<file path="config.mk">
export PLATFORM = sky130hd
export DESIGN_NAME = signed_addsub32
export DESIGN_NICKNAME = d
export VERILOG_FILES = /design/src/rtl/signed_addsub32.sv
export SDC_FILE = /design/constraint.sdc
export NUM_CORES = 1
export LEC_CHECK = 0
export CORE_AREA = 2 2 102 65
export DETAILED_ROUTE_END_ITERATION = 12
export DIE_AREA = 0 0 104 67
export PLACE_DENSITY = 0.8
export SYNTH_ARGS = -nofsm -noshare
export SYNTH_HDL_FRONTEND = slang
export SYNTH_SLANG_ARGS = --single-unit
</file>
<file path="constraint.sdc">
create_clock -name clk -period 24 [get_ports clk]
set_clock_uncertainty 0.15 [all_clocks]
set_input_delay 4.8 -clock clk [delete_from_list [all_inputs] [get_ports clk]]
set_output_delay 4.8 -clock clk [all_outputs]
set_load 0.02 [all_outputs]
</file>
<file path="src/rtl/signed_addsub32.sv">
// signed_addsub32: registered 32-bit add/sub slice with carry/borrow-in and status flags.
// Optional `SATURATE_EN clamps z to the signed limit on overflow instead of wrapping.
module signed_addsub32 (
    input  logic        clk,
    input  logic        rst,
    input  logic [31:0] a,
    input  logic [31:0] b,
    input  logic [1:0]  sel,
    input  logic        cin,
    input  logic        bin,
    output logic        cout,
    output logic        bout,
    output logic [31:0] z,
    output logic        carry,
    output logic        zero,
    output logic        overflow,
    output logic        negative
);

    logic        add_op;
    logic        sub_op;
    logic [31:0] b_eff;
    logic [32:0] cc;
    logic [31:0] sum;
    logic        ovf_next;
    logic        cout_next;
    logic        bout_next;
    logic [31:0] z_next;

    // Opcode decode: only 01 and 10 update the registers
    always_comb begin
        add_op = (sel == 2'b01);
        sub_op = (sel == 2'b10);
    end

    // Ripple chain of full adders; subtraction feeds ~b and ~bin
    always_comb begin
        b_eff = sub_op ? ~b : b;
        sum   = '0;
        cc    = '0;
        cc[0] = sub_op ? ~bin : cin;
        for (int i = 0; i < 32; i++) begin
            sum[i]   = a[i] ^ b_eff[i] ^ cc[i];
            cc[i+1]  = (a[i] & b_eff[i]) | (cc[i] & (a[i] ^ b_eff[i]));
        end
    end

    // Next-state flags and result; overflow uses the effective operand sign
    always_comb begin
        cout_next = add_op & cc[32];
        bout_next = sub_op & ~cc[32];
        ovf_next  = (a[31] == b_eff[31]) && (sum[31] != a[31]);
`ifdef SATURATE_EN
        if (ovf_next)
            z_next = a[31] ? 32'h8000_0000 : 32'h7FFF_FFFF;
        else
            z_next = sum;
`else
        z_next = sum;
`endif
    end

    // Output registers: reset clears, add/sub loads, other opcodes hold
    always_ff @(posedge clk) begin
        if (rst) begin
            z        <= '0;
            cout     <= 1'b0;
            bout     <= 1'b0;
            carry    <= 1'b0;
            zero     <= 1'b0;
            overflow <= 1'b0;
            negative <= 1'b0;
        end else if (add_op || sub_op) begin
            z        <= z_next;
            cout     <= cout_next;
            bout     <= bout_next;
            carry    <= cout_next | bout_next;
            zero     <= (z_next == 32'h0);
            overflow <= ovf_next;
            negative <= z_next[31];
        end
    end

endmodule

</file>
==> qor.json <==
{
  "run": {
    "timing.max_cap.violations": 0
  },
  "clocking": {
    "clkSinkCount": 37,
    "numCtsBuffers": 5,
    "clock_insertion_delay_worst_skew_ps": 280,
    "total_setup_buffers_inserted_after_cts": 0,
    "cts_max_level": 2,
    "clk_pin_slew_worst_paths_ps": 70,
    "cts.path.max_buffers": 2,
    "tritoncts": "yes",
    "cts.root.buffer_cell": "sky130_fd_sc_hd__clkbuf_8",
    "postCtsHoldBufs": 0,
    "cts_resized": 0
  },
  "grt": {
    "grt_pass1_vias": 2191,
    "overflow_after_grt": 0,
    "grt_antenna_before_repair": 0,
    "gr-usage-all-layers_pct": 20.6,
    "grt_pass1_wl_mm": 11.0,
    "grt_start_max_net_pins": 71
  },
  "synth": {
    "post-synth-top-area-fraction_pct": 29.4,
    "synth_cells": 279,
    "netlist_area_um2": 2520,
    "synth_nets": 384,
    "synth_area_leader": "sky130_fd_sc_hd__dfxtp_1",
    "synth_sequential_area_ratio_pct": 29.4,
    "yosys.cell_types.count": 26,
    "syn_area_per_cell_um2": 9.05,
    "postSynthRegisterBits": 37,
    "yosysWarningCount": 0,
    "netlist_top_cells_area": "sky130_fd_sc_hd__dfxtp_1 29%, sky130_fd_sc_hd__fa_1 25%, sky130_fd_sc_hd__xnor2_1 10%"
  },
  "place": {
    "dpl_cell_area_um2": 3650,
    "pre_cts_ws_ps": 2880,
    "dpl.cell_count": 456,
    "dp_hpwl_mm": 5.37,
    "replace_congestion": 0.811,
    "placement.io_buffers": 107
  },
  "timing": {
    "fin_crit_ps": 20710,
    "final.setup.worst_slack_ps": 3290,
    "min_period_over_period_pct": 86.3,
    "timing.fmax_mhz": 48.3,
    "actual_slew_at_the_worst_max_slew_pin_ps": 660,
    "slew_headroom_pct": 56.0,
    "final_sum_of_negative_setup_slack_ps": 0,
    "unrepaired_setup_endpoints_after_global_routing": "no",
    "finalSetupViolCount": 0,
    "timing_max_transition_violations_final": 0,
    "timing.final.hold_violations": 0
  },
  "worst_setup_path": {
    "worst_path_largest_cell_delay_ps": 560,
    "start_kind": "input pin",
    "cp_max_fo": 35,
    "worstSetupEndpointType": "register",
    "required_time_of_the_critical_path_ps": 24050,
    "critical-path-slowest-cell": "sky130_fd_sc_hd__fa_1",
    "critPathMostFrequentCell": "sky130_fd_sc_hd__fa_1",
    "cp.buffers_inverters": 5,
    "crit_arrival_ps": 20770,
    "worstSetupPathType": "in2reg",
    "critical-path-top-delay-family": "adder cells"
  },
  "status": {
    "outcome": "finished, final reports clean"
  },
  "finish": {
    "postLayoutCellArea_um2": 3730,
    "drive_gt1_share_pct": 3.17,
    "most-common-layout-cells": "107 x sky130_fd_sc_hd__clkdlybuf4s50_1, 61 x sky130_fd_sc_hd__nor2_1, 37 x sky130_fd_sc_hd__inv_1, 37 x sky130_fd_sc_hd__dfxtp_1, 32 x sky130_fd_sc_hd__fa_1",
    "n_fill_cell": 527,
    "final-seq-area_um2": 741,
    "antenna_cells_inserted": 0,
    "final_cells": 463,
    "multi_input_area_um2": 1570,
    "layout_commonest_cell": "sky130_fd_sc_hd__clkdlybuf4s50_1",
    "synthToLayoutAreaGrowth_pct": 48.0,
    "design.final.nets": 484
  },
  "floorplanning": {
    "placement_rows": 22,
    "initial_core_util_pct": 42.4,
    "count_of_pins_on_the_block_boundary": 108,
    "placeableCoreArea_um2": 5950,
    "die_w_um": 104,
    "design.die.area_um2": 6970,
    "fp.dieH_um": 67
  },
  "route": {
    "drc": 0,
    "routed-via-count": 2136,
    "ant_nets": 0,
    "drt-vias-per-instance": 4.61,
    "first_pass_iters": 4,
    "finalWirelength_mm": 6.70,
    "route.detailed.wl_per_inst_um": 14.5,
    "drt-initial-drc-count": 62
  },
  "worst_hold_path": {
    "holdCritPathClass": "reg2reg"
  },
  "power": {
    "max-vdd-ir-drop_mv": 0.0256,
    "design_power_total_mw": 0.225,
    "leakage_nw": 1.50,
    "powerDensity_nw_per_um2": 60.1
  }
}
-- power by group --
part,switching [mW],internal (mW)
Sequential,0.00486,0.0700
Combinational,0.0531,0.0518
Clock,0.0220,0.0228
-- worst reg2reg max path, delay by kind of cell (launching register included) --
kind               cells  cell delay, ps
AOI/OAI and AO/OA      1             170
and+or+nand+nor        1              60
DFF                    1             340
-- flip-flops by register name (all words and copies together) (netlist names) --
name,flops
carry,1
zero,1
cout,1
overflow,1
z,32
bout,1
-- cell type report --
type | instances | share of cell area, %
inverters | 37 | 3.72
well taps | 84 | 2.81
clock buffers | 7 | 2.31
multi-input cells | 188 | 42.0
flip-flops and latches | 37 | 19.8
repair buffers | 110 | 29.3
-- metrics by stage --
step / utilization (%) / hold slack (ps)
2_1_floorplan: - / 387
3_3_place_gp: 61.4 / 300
3_5_place_dp: 61.4 / 309
4_1_cts: 62.8 / 320
5_1_grt: 62.8 / 341
6_report: 62.8 / 313
-- synthesized netlist by cell type --
| cell | n |
|---|---|
| sky130_fd_sc_hd__a211oi_1 | 1 |
| sky130_fd_sc_hd__a21oi_1 | 31 |
| sky130_fd_sc_hd__and4_1 | 1 |
| sky130_fd_sc_hd__buf_1 | 3 |
| sky130_fd_sc_hd__buf_2 | 7 |
| sky130_fd_sc_hd__buf_4 | 1 |
| sky130_fd_sc_hd__clkbuf_1 | 6 |
| sky130_fd_sc_hd__dfxtp_1 | 37 |
| sky130_fd_sc_hd__fa_1 | 32 |
| sky130_fd_sc_hd__ha_1 | 3 |
| sky130_fd_sc_hd__inv_1 | 37 |
| sky130_fd_sc_hd__mux2i_1 | 4 |
| sky130_fd_sc_hd__nand2_1 | 4 |
| sky130_fd_sc_hd__nand3b_1 | 1 |
| sky130_fd_sc_hd__nand4_1 | 4 |
| sky130_fd_sc_hd__nand4_4 | 1 |
| sky130_fd_sc_hd__nand4b_1 | 1 |
| sky130_fd_sc_hd__nand4bb_1 | 1 |
| sky130_fd_sc_hd__nor2_1 | 61 |
| sky130_fd_sc_hd__nor2b_1 | 4 |
| sky130_fd_sc_hd__nor3_1 | 2 |
| sky130_fd_sc_hd__o32ai_2 | 1 |
| sky130_fd_sc_hd__or3_1 | 2 |
| sky130_fd_sc_hd__or4_1 | 1 |
| sky130_fd_sc_hd__xnor2_1 | 29 |
| sky130_fd_sc_hd__xor2_1 | 4 |
-- kinds of logic (layout without fill, tap and decap cells) --
group	Yosys count	count (layout)	share of synthesized area, %
multiplexers	4	4	1.59
XOR/XNOR	33	33	11.5
AND/OR/NAND/NOR	83	83	15.1
AO/OA/AOI/OAI	33	33	7.09
buffers and inverters	54	154	8.53
adder cells (fa/ha/maj)	35	35	26.9
flip-flops	37	37	29.4
-- final timing paths --
path	from	end	slack, ps	cells after the start
hold reg to reg	overflow	overflow	310	2
setup reg to reg	z[7]	z[7]	23160	2
setup / recovery	sel[1]	zero	3290	42
hold / removal	overflow	overflow	310	2
-- layer usage --
metal,up-vias,wire length [um],part of all wire (%),global-route usage (%)
met3,8,639,9.5,7.14
met5,-,0,0,0
li1,1050,-,-,-
met4,0,74,1.1,5.07
met2,85,2990,45,33.1
met1,993,3000,45,26.9
Note: power is estimated with default switching activity, not from simulation.
